<file path="config.mk">
export PLATFORM = sky130hd
export DESIGN_NAME = im_arith_unit_flat
export DESIGN_NICKNAME = d
export VERILOG_FILES = /design/src/rtl/im_arith_unit_if.sv /design/src/rtl/im_arith_unit.sv /design/src/flat_wrapper.sv
export SDC_FILE = /design/constraint.sdc
export NUM_CORES = 1
export LEC_CHECK = 0
export CORE_ASPECT_RATIO = 1.75
export CORE_MARGIN = 2
export CORE_UTILIZATION = 45
export DETAILED_ROUTE_END_ITERATION = 10
export PLACE_DENSITY = 0.65
export SYNTH_ARGS = -nofsm -noshare
export SYNTH_HDL_FRONTEND = slang
export SYNTH_SLANG_ARGS = --single-unit
</file>
<file path="constraint.sdc">
create_clock -name clk -period 21.4 [get_ports clk]
set_input_delay 3.21 -clock clk [delete_from_list [all_inputs] [get_ports clk]]
set_output_delay 3.21 -clock clk [all_outputs]
set_load 0.01 [all_outputs]
</file>
<file path="src/rtl/im_arith_unit_if.sv">
// Bus bundle between the image arithmetic unit and its controller / BRAM ports.
interface im_arith_unit_if #(
  parameter int unsigned PIX_W  = 8,
  parameter int unsigned ADDR_W = 14
);
  logic              start;
  logic              hold;
  logic [1:0]        mode;
  logic [7:0]        alpha;
  logic              busy;
  logic              done;
  logic              ena_a;
  logic              ena_b;
  logic [ADDR_W-1:0] addr_rd;
  logic [PIX_W-1:0]  dout_a;
  logic [PIX_W-1:0]  dout_b;
  logic              ena_c;
  logic              wea_c;
  logic [ADDR_W-1:0] addr_wr;
  logic [PIX_W-1:0]  din_c;

  modport master (
    output start, hold, mode, alpha, dout_a, dout_b,
    input  busy, done, ena_a, ena_b, addr_rd, ena_c, wea_c, addr_wr, din_c
  );

  modport slave (
    input  start, hold, mode, alpha, dout_a, dout_b,
    output busy, done, ena_a, ena_b, addr_rd, ena_c, wea_c, addr_wr, din_c
  );
endinterface

</file>
<file path="src/rtl/im_arith_unit.sv">
// Per-pixel arithmetic over two source images (A, B) into a destination image C.
module im_arith_unit #(
  parameter int unsigned PIX_W  = 8,
  parameter int unsigned N_PIX  = 16384,
  parameter int unsigned ADDR_W = 14,
  parameter int unsigned RD_LAT = 1
) (
  input  logic          clk,
  input  logic          rst,
  im_arith_unit_if.slave bus
);

  localparam int unsigned CALC_W = PIX_W + 9;
  localparam int unsigned CNT_W  = 2;

  typedef enum logic [2:0] {
    S_IDLE, S_READ, S_WAIT, S_CALC, S_WRITE, S_DONE
  } state_t;

  state_t            state_q, state_d;
  logic [ADDR_W-1:0] idx_q, idx_d;
  logic [CNT_W-1:0]  cnt_q, cnt_d;
  logic [PIX_W-1:0]  res_q, res_d;
  logic [1:0]        mode_q, mode_d;
  logic [7:0]        alpha_q, alpha_d;

  logic              busy_q, busy_d;
  logic              done_q, done_d;
  logic              ena_ab_q, ena_ab_d;
  logic              ena_c_q, ena_c_d;
  logic [ADDR_W-1:0] addr_rd_q, addr_rd_d;
  logic [ADDR_W-1:0] addr_wr_q, addr_wr_d;
  logic [PIX_W-1:0]  din_c_q, din_c_d;

  logic [PIX_W:0]    sum_c;
  logic [CALC_W-1:0] blend_c;
  logic [PIX_W-1:0]  calc_c;

  // Pixel operation selected by the mode latched at frame start.
  always_comb begin
    sum_c   = {1'b0, bus.dout_a} + {1'b0, bus.dout_b};
    blend_c = CALC_W'(bus.dout_a) * CALC_W'(alpha_q)
            + CALC_W'(bus.dout_b) * CALC_W'(9'd256 - {1'b0, alpha_q});
    calc_c  = '0;
    case (mode_q)
      2'd0:    calc_c = PIX_W'(sum_c >> 1);
      2'd1:    calc_c = sum_c[PIX_W] ? '1 : sum_c[PIX_W-1:0];
      2'd2:    calc_c = (bus.dout_a >= bus.dout_b) ? (bus.dout_a - bus.dout_b)
                                                   : (bus.dout_b - bus.dout_a);
      default: calc_c = PIX_W'(blend_c >> 8);
    endcase
  end

  // Next-state, datapath and next-output logic; hold freezes everything.
  always_comb begin
    state_d = state_q;
    idx_d   = idx_q;
    cnt_d   = cnt_q;
    res_d   = res_q;
    mode_d  = mode_q;
    alpha_d = alpha_q;
    if (!bus.hold) begin
      case (state_q)
        S_IDLE: begin
          if (bus.start) begin
            mode_d  = bus.mode;
            alpha_d = bus.alpha;
            idx_d   = '0;
            state_d = S_READ;
          end
        end
        S_READ: begin
          cnt_d   = '0;
          state_d = S_WAIT;
        end
        S_WAIT: begin
          if (cnt_q == CNT_W'(RD_LAT - 1)) state_d = S_CALC;
          else                             cnt_d   = cnt_q + CNT_W'(1);
        end
        S_CALC: begin
          res_d   = calc_c;
          state_d = S_WRITE;
        end
        S_WRITE: begin
          if (idx_q == ADDR_W'(N_PIX - 1)) begin
            state_d = S_DONE;
          end else begin
            idx_d   = idx_q + ADDR_W'(1);
            state_d = S_READ;
          end
        end
        S_DONE: begin
          if (!bus.start) state_d = S_IDLE;
        end
        default: state_d = S_IDLE;
      endcase
    end
    busy_d    = (state_d == S_READ) || (state_d == S_WAIT) ||
                (state_d == S_CALC) || (state_d == S_WRITE);
    done_d    = (state_d == S_DONE);
    ena_ab_d  = (state_d == S_READ);
    ena_c_d   = (state_d == S_WRITE);
    addr_rd_d = idx_d;
    addr_wr_d = idx_d;
    din_c_d   = res_d;
  end

  // State, datapath and registered outputs.
  always_ff @(posedge clk or posedge rst) begin
    if (rst) begin
      state_q   <= S_IDLE;
      idx_q     <= '0;
      cnt_q     <= '0;
      res_q     <= '0;
      mode_q    <= '0;
      alpha_q   <= '0;
      busy_q    <= 1'b0;
      done_q    <= 1'b0;
      ena_ab_q  <= 1'b0;
      ena_c_q   <= 1'b0;
      addr_rd_q <= '0;
      addr_wr_q <= '0;
      din_c_q   <= '0;
    end else begin
      state_q   <= state_d;
      idx_q     <= idx_d;
      cnt_q     <= cnt_d;
      res_q     <= res_d;
      mode_q    <= mode_d;
      alpha_q   <= alpha_d;
      busy_q    <= busy_d;
      done_q    <= done_d;
      ena_ab_q  <= ena_ab_d;
      ena_c_q   <= ena_c_d;
      addr_rd_q <= addr_rd_d;
      addr_wr_q <= addr_wr_d;
      din_c_q   <= din_c_d;
    end
  end

  assign bus.busy    = busy_q;
  assign bus.done    = done_q;
  assign bus.ena_a   = ena_ab_q;
  assign bus.ena_b   = ena_ab_q;
  assign bus.addr_rd = addr_rd_q;
  assign bus.ena_c   = ena_c_q;
  assign bus.wea_c   = ena_c_q;
  assign bus.addr_wr = addr_wr_q;
  assign bus.din_c   = din_c_q;

endmodule

</file>
<file path="src/flat_wrapper.sv">
// flat-port wrapper written by rule: the top's interface ports become plain ports
module im_arith_unit_flat 
#(
  parameter int unsigned PIX_W  = 8,
  parameter int unsigned N_PIX  = 16384,
  parameter int unsigned ADDR_W = 14,
  parameter int unsigned RD_LAT = 1
)
  (clk, rst, bus_start, bus_hold, bus_mode, bus_alpha, bus_dout_a, bus_dout_b, bus_busy, bus_done, bus_ena_a, bus_ena_b, bus_addr_rd, bus_ena_c, bus_wea_c, bus_addr_wr, bus_din_c);
  im_arith_unit_if #(.PIX_W(PIX_W), .ADDR_W(ADDR_W)) bus_i ();
  input  logic clk;
  input  logic rst;
  input wire logic [$bits(bus_i.start)-1:0] bus_start;
  input wire logic [$bits(bus_i.hold)-1:0] bus_hold;
  input wire logic [$bits(bus_i.mode)-1:0] bus_mode;
  input wire logic [$bits(bus_i.alpha)-1:0] bus_alpha;
  input wire logic [$bits(bus_i.dout_a)-1:0] bus_dout_a;
  input wire logic [$bits(bus_i.dout_b)-1:0] bus_dout_b;
  output wire logic [$bits(bus_i.busy)-1:0] bus_busy;
  output wire logic [$bits(bus_i.done)-1:0] bus_done;
  output wire logic [$bits(bus_i.ena_a)-1:0] bus_ena_a;
  output wire logic [$bits(bus_i.ena_b)-1:0] bus_ena_b;
  output wire logic [$bits(bus_i.addr_rd)-1:0] bus_addr_rd;
  output wire logic [$bits(bus_i.ena_c)-1:0] bus_ena_c;
  output wire logic [$bits(bus_i.wea_c)-1:0] bus_wea_c;
  output wire logic [$bits(bus_i.addr_wr)-1:0] bus_addr_wr;
  output wire logic [$bits(bus_i.din_c)-1:0] bus_din_c;
  assign bus_i.start = bus_start;
  assign bus_i.hold = bus_hold;
  assign bus_i.mode = bus_mode;
  assign bus_i.alpha = bus_alpha;
  assign bus_i.dout_a = bus_dout_a;
  assign bus_i.dout_b = bus_dout_b;
  assign bus_busy = bus_i.busy;
  assign bus_done = bus_i.done;
  assign bus_ena_a = bus_i.ena_a;
  assign bus_ena_b = bus_i.ena_b;
  assign bus_addr_rd = bus_i.addr_rd;
  assign bus_ena_c = bus_i.ena_c;
  assign bus_wea_c = bus_i.wea_c;
  assign bus_addr_wr = bus_i.addr_wr;
  assign bus_din_c = bus_i.din_c;
  im_arith_unit #(.PIX_W(PIX_W), .N_PIX(N_PIX), .ADDR_W(ADDR_W), .RD_LAT(RD_LAT)) u_core (.clk(clk), .rst(rst), .bus(bus_i));
endmodule
</file>
==> metrics.csv <==
stage,metric,value,unit
run_status,status,"finished, final reports clean",
synthesis,fraction of registers with async set/reset,1.00,
global_routing,via count of the first global-routing pass,6341,
clocking,CTS tree,done,
routing,total DRC errors in the routed layout,0,
clocking,Clock Pin Slew Worst Setup and Hold Paths,0.06,ns
routing,DR iter-0 viols,299,
clocking,total of cells resized after clock tree synthesis,0,
routing,metal2 WL,10200,um
placement,count of buffers inserted at the top-level ports,71,
floorplan,number of placement rows,62,
global_routing,total track usage,0.227,
global_routing,antenna violations before repair,0,
critical_path,critical path arrival,9.70,ns
routing,Routed Antenna Nets,0,
synthesis,gate count of the mapped netlist,885,
global_routing,first-pass GRT wire length,31300,um
floorplan,initial core utilization,0.460,
clocking,worst-skew pair later-pin latency,0.28,ns
final_layout,count of nets after finishing,1135,
routing,routed length on met1,6700,um
placement,Final Wtd Congestion,0.861,
sta,max-slew violation count,0,
floorplan,Ports,72,
critical_path,Crit path required time,21.57,ns
final_layout,"commonest non-fill, non-tap cells in the layout","170 x sky130_fd_sc_hd__inv_1, 109 x sky130_fd_sc_hd__nand2_1, 104 x sky130_fd_sc_hd__fa_1, 84 x sky130_fd_sc_hd__ha_1, 71 x sky130_fd_sc_hd__clkdlybuf4s50_1",
sta,unrepaired setup endpoints after global routing,no,
critical_path,type of origin of the critical path,input port,
sta,setup TNS,0,ns
synthesis,Netlist Area Pre-Place,7560,um2
critical_path,kind of capture point of the worst setup path,flip-flop,
routing,routed wl met3,768,um
synthesis,main flop type after synthesis,sky130_fd_sc_hd__dfrtp_1,
sta,slew at the pin with the worst max-slew slack,0.856,ns
critical_path,type of the worst setup path,in -> reg,
sta,achievable clock frequency,0.105,GHz
clocking,clock sinks,41,
floorplan,x dimension of the die,102,um
critical_path,critical path startpoint,bus_dout_b[1],
routing,"wirelength, routed",19000,um
synthesis,"EDFF count, synth",0,
global_routing,aggregate global routing overflow,0,
synthesis,unique cell type count in the Yosys netlist,61,
sta,post-route fraction of the period consumed by the critical path,0.445,
final_layout,antenna diode instance count,0,
floorplan,floorplan die height,176,um
synthesis,share of synthesized area occupied by flip-flops and latches,0.136,
sta,post-layout worst setup margin,11.87,ns
critical_path,worst flop-to-flop path startpoint,u_core.alpha_q[0],
hold_path,Worst Min Path Start,u_core.cnt_q[1],
hold_path,worst hold-check path type,reg -> reg,
clocking,total number of H-tree levels,2,
job,max_cap viols,0,
sta,Max-Slew Margin vs Limit,0.425,
final_layout,share of final-layout standard cells stronger than drive strength 1,0.0240,
final_layout,growth of design area from synthesis to finish,12.2,%
critical_path,largest fanout of any net on the critical path,12,
clocking,number of hold buffers added after cts,0,
clocking,CTS Buffer Depth,2,
placement,Post-Place Setup Slack,11.52,ns
synthesis,warnings from Yosys,0,
floorplan,full die area,17900,um2
routing,Avg Vias per Cell,5.21,
final_layout,"leading cell type in the layout, fill and taps excluded",sky130_fd_sc_hd__inv_1,
routing,count of vias placed by the detailed router,5946,
sta,endpoints failing hold,0,
synthesis,Synth Net Count,1103,
synthesis,total of flip-flops plus latches after synthesis,41,
sta,maximum clock skew at final layout,0.00731,ns
clocking,CTS Root Buffer Type,sky130_fd_sc_hd__clkbuf_16,
clocking,number of buffers added by the clock tree synthesis step,5,
routing,average wire per standard cell,16.6,um
sta,final count of negative-setup-slack endpoints,0,
global_routing,largest net degree at the start of global routing,42,
placement,Detail Placement HPWL,15700,um
clocking,number of buffers added for setup after CTS,0,
floorplan,area of the core,16400,um2
sta,crit path time final,9.53,ns
synthesis,mean post-synth cell area,8.55,um2
routing,Detailed Routing Iterations Pass 1,4,
routing,highest metal layer used by the detailed router,met4,
through the flow:
| step | instance area (um2) | std cells | hold slack, ns | utilization |
|---|---|---|---|---|
| 3_3_place_gp | 8310 | 1134 | 0.463 | 0.505 |
| 2_1_floorplan | 7560 | 885 | 0.450 | - |
| 3_5_place_dp | 8310 | 1134 | 0.476 | 0.505 |
| 4_1_cts | 8480 | 1142 | 0.484 | 0.516 |
| 5_1_grt | 8480 | 1142 | 0.532 | 0.516 |
| 6_report | 8480 | 1142 | 0.482 | 0.516 |
synthesized netlist by cell type, drive strengths merged (3+ instances only):
cell    number  share of area
a21o         6         0.0060
buf         21          0.021
and2        60          0.050
nand2      109          0.054
o31a         3         0.0035
a21oi       24          0.017
nand3       11         0.0073
inv        170          0.084
ha          84           0.14
o21ai       22          0.015
fa         104           0.28
xor2        14          0.016
nor2        53          0.026
clkbuf      26          0.013
nand2b      11         0.0091
nor4         6         0.0050
nor2b        5         0.0041
o31ai        5         0.0050
nand4        6         0.0050
o211ai       4         0.0040
dfrtp       41           0.14
a31oi        7         0.0058
mux2i        6         0.0084
or3          7         0.0058
and3         3         0.0025
or2          3         0.0025
nor3        17          0.011
xnor2       22          0.025
critical path, cell delays in order:
cell and delay, ns:
sky130_fd_sc_hd__clkdlybuf4s50_1 0.86, sky130_fd_sc_hd__nand2_1 0.16, sky130_fd_sc_hd__fa_1 0.53, sky130_fd_sc_hd__fa_1 0.52
sky130_fd_sc_hd__inv_1 0.05, sky130_fd_sc_hd__fa_1 0.50, sky130_fd_sc_hd__fa_1 0.53, sky130_fd_sc_hd__fa_1 0.55
sky130_fd_sc_hd__inv_1 0.05, sky130_fd_sc_hd__fa_1 0.52, sky130_fd_sc_hd__inv_1 0.04, sky130_fd_sc_hd__ha_1 0.20
sky130_fd_sc_hd__nor4_1 0.22, sky130_fd_sc_hd__o211ai_1 0.20, sky130_fd_sc_hd__a41oi_2 0.32, sky130_fd_sc_hd__nor2_1 0.11
sky130_fd_sc_hd__or3_1 0.41, sky130_fd_sc_hd__a21oi_2 0.16, sky130_fd_sc_hd__xor2_1 0.16, sky130_fd_sc_hd__a31oi_1 0.10
sky130_fd_sc_hd__a32o_1 0.28
final timing paths:
path	cells past startpoint	end	slack, ns
min in group asynchronous	3	u_core.idx_q[1]	3.35
worst min register to register	2	u_core.cnt_q[1]	0.48
worst min-delay path	2	u_core.cnt_q[1]	0.48
worst max-delay path	21	u_core.res_q[6]	11.87
worst max register to register	24	u_core.res_q[6]	13.38
max in group asynchronous	3	u_core.alpha_q[7]	17.70
cell families after synthesis:
group / count (synthesis) / share of synthesized area
flops: 41 / 0.136
simple gates: 298 / 0.190
buf+inv: 219 / 0.119
fa+ha+maj: 188 / 0.414
mux: 8 / 0.0114
compound gates: 95 / 0.0877
xor+xnor: 36 / 0.0417
state kept, by name (all words and copies together), names as in the netlist:
register / count
u_core.idx_q: 14
u_core.alpha_q: 8
u_core.res_q: 8
u_core.state_q: 3
u_core.cnt_q: 2
u_core.mode_q: 2
u_core.bus.busy: 1
u_core.bus.done: 1
u_core.bus.ena_a: 1
u_core.bus.ena_c: 1
layout make-up:
cell class | instances | area [um2]
clock inverters | 2 | 37.5
repair buffers | 72 | 718
multi-input cells | 625 | 5640
inverters | 172 | 646
clock buffers | 6 | 139
well taps | 224 | 280
fillers | 1612 | 7960
flip-flops and latches | 41 | 1030
routing by layer:
layer	track usage	vias up
met5	0	-
met4	0.126	0
met3	0.0211	62
met2	0.424	156
met1	0.241	2913
li1	-	2815
Power is left out: the tool's default activity adds up to more than one toggle a clock period on the data nets, which glitch-free logic cannot reach.
